## src/rtl/alu_pkg.sv

```systemverilog
// alu_pkg: shared ALU opcode encodings, datapath widths and the opcode
// legality helper used by the ALU and the requester arbiter.
package alu_pkg;

  localparam int unsigned ALU_W    = 32;
  localparam int unsigned ALU_OP_W = 4;
  localparam int unsigned SHAMT_W  = 5;

  typedef enum logic [ALU_OP_W-1:0] {
    OP_ADD = 4'd1,
    OP_SUB = 4'd2,
    OP_AND = 4'd3,
    OP_OR  = 4'd4,
    OP_XOR = 4'd5,
    OP_NOT = 4'd6,
    OP_SLL = 4'd7,
    OP_SRL = 4'd8,
    OP_SRA = 4'd9,
    OP_ROL = 4'd10
  } alu_op_t;

  // Legal opcodes form the contiguous range ADD..ROL; 0 and 11..15 are illegal.
  function automatic logic alu_op_legal(input logic [ALU_OP_W-1:0] op);
    return (op != '0) && (op <= ALU_OP_W'(OP_ROL));
  endfunction

endpackage

```

## src/rtl/ALU.sv

```systemverilog
// ALU: purely combinational 32-bit ALU shared by the arbiter.
//   alu_op : opcode (alu_pkg::alu_op_t encoding)
//   A, B   : operands; shifts and rotates use B[4:0], NOT ignores B
//   result : operation result, 0 for illegal opcodes
module ALU
  import alu_pkg::*;
(
  input  logic [ALU_OP_W-1:0] alu_op,
  input  logic [ALU_W-1:0]    A,
  input  logic [ALU_W-1:0]    B,
  output logic [ALU_W-1:0]    result
);

  logic [SHAMT_W-1:0] shamt;
  logic [SHAMT_W:0]   rol_rsh;

  assign shamt   = B[SHAMT_W-1:0];
  // Rotate-left = (A << s) | (A >> (32 - s)); s=0 shifts right by 32, giving 0.
  assign rol_rsh = (SHAMT_W+1)'(ALU_W) - (SHAMT_W+1)'(shamt);

  // Opcode decode
  always_comb begin
    result = '0;
    case (alu_op_t'(alu_op))
      OP_ADD:  result = A + B;
      OP_SUB:  result = A - B;
      OP_AND:  result = A & B;
      OP_OR:   result = A | B;
      OP_XOR:  result = A ^ B;
      OP_NOT:  result = ~A;
      OP_SLL:  result = A << shamt;
      OP_SRL:  result = A >> shamt;
      OP_SRA:  result = ALU_W'($unsigned($signed(A) >>> shamt));
      OP_ROL:  result = (A << shamt) | (A >> rol_rsh);
      default: result = '0;
    endcase
  end

endmodule

```

## src/rtl/alu_arbiter.sv

```systemverilog
// alu_arbiter: round-robin arbiter sharing one combinational ALU between
// N_REQ requesters, with a registered single-entry response port.
//   clk, rst           : clock, synchronous active-high reset
//   req_valid/req_ready: per-requester handshake (at most one ready bit high)
//   req_op/req_a/req_b : per-requester opcode and operands
//   rsp_valid/rsp_ready: response handshake with backpressure
//   rsp_data/rsp_id    : registered ALU result and issuing requester index
//   rsp_err            : opcode was illegal (rsp_data is then 0)
module alu_arbiter
  import alu_pkg::*;
#(
  parameter int unsigned N_REQ = 2,
  parameter int unsigned ID_W  = $clog2(N_REQ)
) (
  input  logic                               clk,
  input  logic                               rst,
  input  logic [N_REQ-1:0]                   req_valid,
  output logic [N_REQ-1:0]                   req_ready,
  input  logic [N_REQ-1:0][ALU_OP_W-1:0]     req_op,
  input  logic [N_REQ-1:0][ALU_W-1:0]        req_a,
  input  logic [N_REQ-1:0][ALU_W-1:0]        req_b,
  output logic                               rsp_valid,
  input  logic                               rsp_ready,
  output logic [ALU_W-1:0]                   rsp_data,
  output logic [ID_W-1:0]                    rsp_id,
  output logic                               rsp_err
);

  logic [ID_W-1:0]     rr_ptr;
  logic [ID_W-1:0]     winner;
  logic [ID_W-1:0]     rr_next;
  logic                any_valid;
  logic                can_issue;
  logic                issue;
  logic [ALU_OP_W-1:0] sel_op;
  logic [ALU_W-1:0]    sel_a;
  logic [ALU_W-1:0]    sel_b;
  logic [ALU_W-1:0]    alu_result;
  logic                sel_err;

  // Round-robin search: first valid requester at or after rr_ptr, wrapping.
  always_comb begin
    int unsigned cand;
    winner    = '0;
    any_valid = 1'b0;
    cand      = 0;
    for (int unsigned k = 0; k < N_REQ; k++) begin
      cand = 32'(rr_ptr) + k;
      if (cand >= N_REQ) begin
        cand = cand - N_REQ;
      end
      if (!any_valid && req_valid[ID_W'(cand)]) begin
        any_valid = 1'b1;
        winner    = ID_W'(cand);
      end
    end
  end

  // A new op may enter whenever the response slot is empty or draining.
  assign can_issue = !rsp_valid || rsp_ready;
  assign issue     = !rst && any_valid && can_issue;

  // Grant only the winner; nothing is accepted during reset.
  always_comb begin
    req_ready = '0;
    if (issue) begin
      req_ready[winner] = 1'b1;
    end
  end

  assign rr_next = (winner == ID_W'(N_REQ - 1)) ? '0 : winner + ID_W'(1);

  // Winner payload routed to the shared ALU
  assign sel_op  = req_op[winner];
  assign sel_a   = req_a[winner];
  assign sel_b   = req_b[winner];
  assign sel_err = !alu_op_legal(sel_op);

  ALU u_alu (
    .alu_op (sel_op),
    .A      (sel_a),
    .B      (sel_b),
    .result (alu_result)
  );

  // Response register and round-robin pointer
  always_ff @(posedge clk) begin
    if (rst) begin
      rsp_valid <= 1'b0;
      rsp_data  <= '0;
      rsp_id    <= '0;
      rsp_err   <= 1'b0;
      rr_ptr    <= '0;
    end else if (issue) begin
      rsp_valid <= 1'b1;
      rsp_data  <= alu_result;
      rsp_id    <= winner;
      rsp_err   <= sel_err;
      rr_ptr    <= rr_next;
    end else if (rsp_valid && rsp_ready) begin
      rsp_valid <= 1'b0;
    end
  end

endmodule

```

## config.mk

```make
export PLATFORM = sky130hd
export DESIGN_NAME = alu_arbiter
export DESIGN_NICKNAME = d
export VERILOG_FILES = /design/src/rtl/alu_pkg.sv /design/src/rtl/ALU.sv /design/src/rtl/alu_arbiter.sv
export SDC_FILE = /design/constraint.sdc
export NUM_CORES = 1
export LEC_CHECK = 0
export CAP_MARGIN = 20
export CORE_MARGIN = 5
export CORE_UTILIZATION = 45
export DETAILED_ROUTE_END_ITERATION = 16
export HOLD_SLACK_MARGIN = 0.03
export MAX_ROUTING_LAYER = met4
export PLACE_DENSITY = 0.69
export SYNTH_ARGS = -nofsm -noshare
export SYNTH_HDL_FRONTEND = slang
export SYNTH_SLANG_ARGS = --single-unit
```

## constraint.sdc

```tcl
create_clock -name clk -period 14.6 [get_ports clk]
set_input_delay 2.92 -clock clk [delete_from_list [all_inputs] [get_ports clk]]
set_output_delay 2.92 -clock clk [all_outputs]
set_load 0.02 [all_outputs]
```

==> flow_metrics.tcl, run 1 <==
set metrics [dict create \
    drive_gt1_share_pct 8.949 \
    rsz0062_at_grt "no" \
    p_per_area_mw_per_mm2 70.26 \
    gp_congestion 1.106 \
    postRouteAntennaNets 0 \
    synth_top_family_by_area "compound AO/OA/AOI/OAI gates" \
    grt_pass1_vias 15830 \
    synth_common_cells "mux2i_1, nand2_1, nor2_1" \
    synth.distinct_cells 92 \
    die_area_mm2 0.03421 \
    slowest_stage "or3b_2" \
    pre_cts_slack_ns 4.695 \
    p_int_w 0.0004771 \
    path_delay_family "compound AO/OA/AOI/OAI gates" \
    grt_use_total_pct 44.29 \
    finalCritPeriodShare_pct 66.84 \
    drc 0 \
    finalCriticalPeriod_ns 9.758 \
    syn_to_final_growth_pct 15.54 \
    p_switching_w 0.0006411 \
    cpPeakStageDelay_ns 0.52 \
    vias_per_cell 7.126 \
    io-pin-count 178 \
    hold_violations 0 \
    io_buffer_count 177 \
    synth_ff_type "dfxtp_1" \
    critPathArrivalTime_ns 9.94 \
    syn_area_per_cell_um2 7.250 \
    crit_required_ns 14.79 \
    gr-total-overflow 0 \
    dp_hpwl_um 60200 \
    clkLatencyLatePin_ns 0.31 \
    cp-start-kind "primary input" \
    swShare_pct 57.33 \
    clockPowerShare_pct 10.6 \
    cp-end-kind "flip-flop" \
    wl_per_cell_um 32.25 \
    worst_slew_pin_slew_ns 1.281 \
    num-nets-final 2227 \
    fin_tns_setup_ns 0 \
    cts_max_level 2 \
    antenna_found_initial 4 \
    skew_ns 0.01046 \
    synthMuxAreaShare_pct 27.76 \
    cp_num_buf_inv 3 \
    status "finished, final reports clean" \
    path_cells "clkdlybuf4s50_1 > nand2b_1 > buf_4 > nand2_8 > a21oi_4 > buf_4 > ha_1 > or3b_2 > a21oi_1 > a32oi_1 > nor3_1 > and4_1 > nor2_1 > xnor2_1 > ha_1 > a211oi_1 > o21bai_1 > a21o_1 > a21oi_1 > a2bb2oi_1 > nand3_1 > a41oi_1 > o32ai_1 > a41o_1" \
    drt_iter0_drc 2557 \
    hold_slack_ns 0.4810 \
    cts-buffers-inserted 5 \
    postCtsHoldBufs 0 \
    totalWireLength_um 77030 \
    grt_max_degree 59 \
    syn_inst 1900 \
    max_freq_mhz 102.5 \
    first_pass_iters 9 \
    row_count 64 \
    cts_setup_buffers 0 \
    synthAdderAreaFrac_pct 8.956 \
    synth_top_cells_by_area "mux2i_1, ha_1, mux2_2" \
    seq_area_frac_synth_pct 5.232 \
    die_width_um 185.0 \
    syn_nets 2139 \
    initial_core_util_pct 45.27 \
    synth_warnings 0 \
    cts_resized 0 \
    cts_tree "built" \
    p_comb_share_pct 79.5 \
    synth-edff-count 0 \
    grt_pass1_wl_um 110200 \
    synthXorXnorAreaFrac_pct 3.797 \
    core_mm2 0.03043 \
    clock-root-buffer "clkbuf_16" \
    min_path_type "flip-flop to flip-flop" \
    synth_top_area_share_pct 20.27 \
    slew_violations 0 \
    yosys.area_share.simple_pct 18.74 \
    setup_viol 0 \
    synthArstFlopShare_pct 0 \
    vias 17020 \
    ir_worst_vdd_uv 40.12 \
    pwr-share-seq_pct 9.9 \
    critical_path_class "primary input to flip-flop" \
    cp_max_fo 37 \
    yosys.cell_count.top_type "mux2i_1" \
    worst_slack_ns 4.842 \
    synth_top_area_cell "mux2i_1" \
    cts_max_path_buffers 2 \
    cts.sinks 36 \
    max_cap_violations 0 \
    relSlewSlack_pct 12.39 \
    synth_compound_area_share_pct 28.27 \
    cts.clk_slew.worst_paths_ns 0.08 \
    synth_area_mm2 0.01377 \
    die_h_um 185.0 \
    p_leak_nw 6.681 \
    ys_ff_latch 36 \
]
path summary, 6_finish.rpt:
path | start | to | slack, ns | cells after the start
worst max register to register | rr_ptr | rsp_data[31] | 7.50 | 23
worst min register to register | rsp_data[12] | rsp_data[12] | 0.48 | 2
worst min-delay path | rsp_data[12] | rsp_data[12] | 0.48 | 2
worst max-delay path | req_valid[0] | rsp_data[31] | 4.84 | 24
power groups by stage:
stage	sequential (W)	combinational (W)	clock, W
after floorplan	0.000118	0.000523	0
after global placement	0.000113	0.000839	0
after detailed placement	0.000112	0.000843	0
after CTS	0.000110	0.000847	0.000119
after global routing	0.000111	0.000924	0.000122
final	0.000111	0.000889	0.000118
layer usage:
layer	track usage, %	vias to the layer above	routed length (um)
li1	-	7383	-
met1	58.04	8139	30720
met3	9.603	236	9332
met4	22.31	0	4762
met5	-	-	0
met2	64.11	1265	32220
stage by stage:
step           area [um^2]  power [W]  utilization, %  cells
6_report             15920   0.001118           52.30   2389
5_1_grt              15920   0.001157           52.30   2389
4_1_cts              15890   0.001076           52.23   2383
3_5_place_dp         15750  0.0009552           51.76   2375
3_3_place_gp         15740  0.0009517           51.73   2374
2_1_floorplan        13770  0.0006410               -   1900
logic make-up after synthesis:
group | count (synthesis)
AO/OA/AOI/OAI | 565
XOR/XNOR | 58
adder cells (fa/ha/maj) | 98
buffers and inverters | 219
flip-flops | 36
multiplexers | 361
AND/OR/NAND/NOR | 563
worst min-delay path, cell delays in order (launching register included):
cell,delay (ns)
dfxtp_1,0.33
nand2_1,0.05
o21ai_1,0.06
flip-flops by register name (all words and copies together), names as in the netlist:
register   count
rsp_data      32
rr_ptr         1
rsp_id         1
rsp_err        1
rsp_valid      1
final cells by class:
type	count	area, um^2
Fill cell	3098	14510
Multi-Input combinational cell	1645	12140
Timing Repair Buffer	228	2132
Sequential cell	36	720.7
Tap cell	396	495.5
Inverter	72	275.3
Clock buffer	5	125.1
Clock inverter	3	18.77
Antenna cell	4	10.01
cells in the final DEF (no fill, tap or decap), drive strengths merged, types with 24 or more instances in the layout:
| master | instances |
|---|---|
| clkdlybuf4s50 | 173 |
| nand3 | 57 |
| mux2i | 281 |
| nor2 | 150 |
| ha | 97 |
| a221oi | 30 |
| xnor2 | 45 |
| o21ai | 128 |
| nor3 | 45 |
| inv | 70 |
| nand2 | 199 |
| a21oi | 110 |
| nand2b | 24 |
| mux2 | 72 |
| buf | 54 |
| o211ai | 42 |
| dfxtp | 36 |
No activity file was read; power rests on OpenSTA's default activity.
==> inputs of run 2 (changes only) <==
==> constraint.sdc (replaced) <==
create_clock -name clk -period 9.1 [get_ports clk]
set_input_delay 1.82 -clock clk [delete_from_list [all_inputs] [get_ports clk]]
set_output_delay 1.82 -clock clk [all_outputs]
set_load 0.02 [all_outputs]
==> run 2 against run 1 <==
Effect of this change:
- non-clock buffer count is the same
- register-to-register slack lost 4.7 ns
- power grew 60%
- combinational power grew 60%
- cell area grew 0.13%
- global-route usage shrank 0.53 points
- critical path type unchanged
- highest routed layer unchanged
==> flow_metrics.tcl, run 2 (synthesis gave the netlist of run 1 again) <==
set metrics [dict create \
    fin_tns_setup_ns 0 \
    final-seq-area_um2 720.7 \
    num-nets-final 2227 \
    cts_resized 0 \
    drt_iter0_drc 2485 \
    skew_ns 0.006033 \
    p_leak_nw 6.687 \
    mostFrequentLayoutCells "mux2i_1, nand2_1, clkdlybuf4s50_1, nor2_1, o21ai_0" \
    cts.clk_slew.worst_paths_ns 0.07 \
    finalCritPeriodShare_pct 87.42 \
    worst_slew_pin_slew_ns 1.186 \
    vias 17060 \
    fin_util_pct 52.37 \
    min_path_type "flip-flop to flip-flop" \
    p_per_area_mw_per_mm2 112.1 \
    gp_congestion 1.140 \
    drc 0 \
    ir_worst_vdd_uv 81.28 \
    grt_pass1_vias 15770 \
    totalWireLength_um 76550 \
    cp-end-kind "flip-flop" \
    row_count 64 \
    cts_setup_buffers 0 \
    cts_max_level 2 \
    slew_violations 0 \
    die_area_mm2 0.03421 \
    postRouteAntennaNets 0 \
    postCtsHoldBufs 0 \
    cts-buffers-inserted 5 \
    rr_worst_depth 18 \
    grt_use_total_pct 43.76 \
    fin_total_pwr_w 0.001786 \
    finalCriticalPeriod_ns 7.955 \
    whs_path_depth 2 \
    crit_required_ns 9.25 \
    io_buffer_count 177 \
    clock-root-buffer "clkbuf_16" \
    first_pass_iters 7 \
    syn_to_final_growth_pct 15.69 \
    status "finished, final reports clean" \
    top_register "rsp_data" \
    drive_gt1_share_pct 8.849 \
    wl_per_cell_um 32.07 \
    initial_core_util_pct 45.27 \
    vias_per_cell 7.145 \
    cts_max_path_buffers 2 \
    cts_tree "built" \
    largest_reg_flops 32 \
    grt_pass1_wl_um 108400 \
    cp-start-kind "primary input" \
    setup_viol 0 \
    antenna_found_initial 1 \
    hold_violations 0 \
    grt_max_degree 136 \
    max_freq_mhz 125.7 \
    gr-total-overflow 0 \
    max_cap_violations 0 \
    cp_max_fo 45 \
    rsz0062_at_grt "no" \
    die_h_um 185.0 \
    relSlewSlack_pct 18.70 \
    io-pin-count 178 \
    die_width_um 185.0 \
    final_common_cell "mux2i_1" \
    critPathArrivalTime_ns 8.11 \
    clkLatencyLatePin_ns 0.30 \
    critical_path_class "primary input to flip-flop" \
    multi_input_area_mm2 0.01214 \
    fillers 3095 \
    dp_hpwl_um 59700 \
    cts.sinks 36 \
    core_mm2 0.03043 \
]
-- run 2: changes by cell type in the layout (fill, tap and decap cells not counted) --
| cell | before | now |
|---|---|---|
| buf_12 | 0 | 2 |
| clkinv_1 | 1 | 0 |
| clkinv_2 | 2 | 0 |
| inv_1 | 66 | 67 |
| diode_2 | 4 | 2 |
| clkbuf_2 | 1 | 0 |
| buf_4 | 50 | 49 |
| clkbuf_1 | 0 | 2 |
-- run 2: path summary, 6_finish.rpt --
| check | start | to | slack [ns] |
|---|---|---|---|
| max | req_valid[1] | rsp_data[30] | 1.14 |
| min | rsp_data[14] | rsp_data[14] | 0.49 |
| max reg2reg | rr_ptr | rsp_data[30] | 2.79 |
| min reg2reg | rsp_data[14] | rsp_data[14] | 0.49 |
-- run 2: where the power goes --
group | leakage (nW) | switching (W) | internal (W) | total, W
registers | 0.293 | 0.0000102 | 0.000168 | 0.000178
clock network | 0.0681 | 0.0000856 | 0.000103 | 0.000189
logic | 6.33 | 0.000921 | 0.000498 | 0.00142
total | 6.69 | 0.00102 | 0.000769 | 0.00179
-- run 2: final cells by class --
class | instances | share of cell area [%]
timing repair buffer | 228 | 13.55
inverter | 72 | 1.727
antenna | 2 | 0.03141
sequential | 36 | 4.523
tap | 396 | 3.109
clock inverter | 1 | 0.05496
multi-input combinational | 1645 | 76.17
clock buffer | 7 | 0.8323
-- run 2: critical path, cell delays in order --
cell and delay [ns]:
clkdlybuf4s50_1 0.66, inv_2 0.21, nor2_4 0.17, buf_4 0.53, buf_4 0.58, nand3_1 0.22
o41ai_2 0.10, buf_4 0.40, nor2_1 0.10, xnor2_1 0.48, ha_1 0.39, a21o_1 0.23
a311oi_1 0.52, o31ai_1 0.29, a311oi_1 0.45, o21ai_0 0.24, a221oi_1 0.35, xor2_1 0.18
o2111ai_1 0.11
-- run 2: metal layers --
layer / global-route usage, % / share of wire (%) / vias up
met5: - / 0 / -
met4: 24.49 / 7.3 / 0
met3: 9.878 / 12 / 283
met2: 62.81 / 41 / 1253
met1: 56.54 / 40 / 8145
li1: - / - / 7374
-- run 2: metrics by stage --
| stage | setup WS, ns | hold WS [ns] | area [um^2] | instances |
|---|---|---|---|---|
| 6_report | 1.145 | 0.4884 | 15940 | 2387 |
| 5_1_grt | 0.9713 | 0.5006 | 15930 | 2386 |
| 4_1_cts | 1.346 | 0.4821 | 15930 | 2385 |
| 3_5_place_dp | 1.072 | 0.4731 | 15790 | 2377 |
| 3_3_place_gp | 1.098 | 0.4611 | 15790 | 2377 |
| 2_1_floorplan | 2.159 | 0.4799 | 13770 | 1900 |
==> inputs of run 3 (changes only) <==
--- a/config.mk
+++ b/config.mk
@@ -8,6 +8,7 @@
 export CAP_MARGIN = 20
 export CORE_MARGIN = 5
 export CORE_UTILIZATION = 45
+export CTS_CLUSTER_SIZE = 16
 export DETAILED_ROUTE_END_ITERATION = 16
 export HOLD_SLACK_MARGIN = 0.03
 export MAX_ROUTING_LAYER = met4
==> results of run 3 <==
Same layout as run 2: the final DEF is identical, and so are final timing and power.
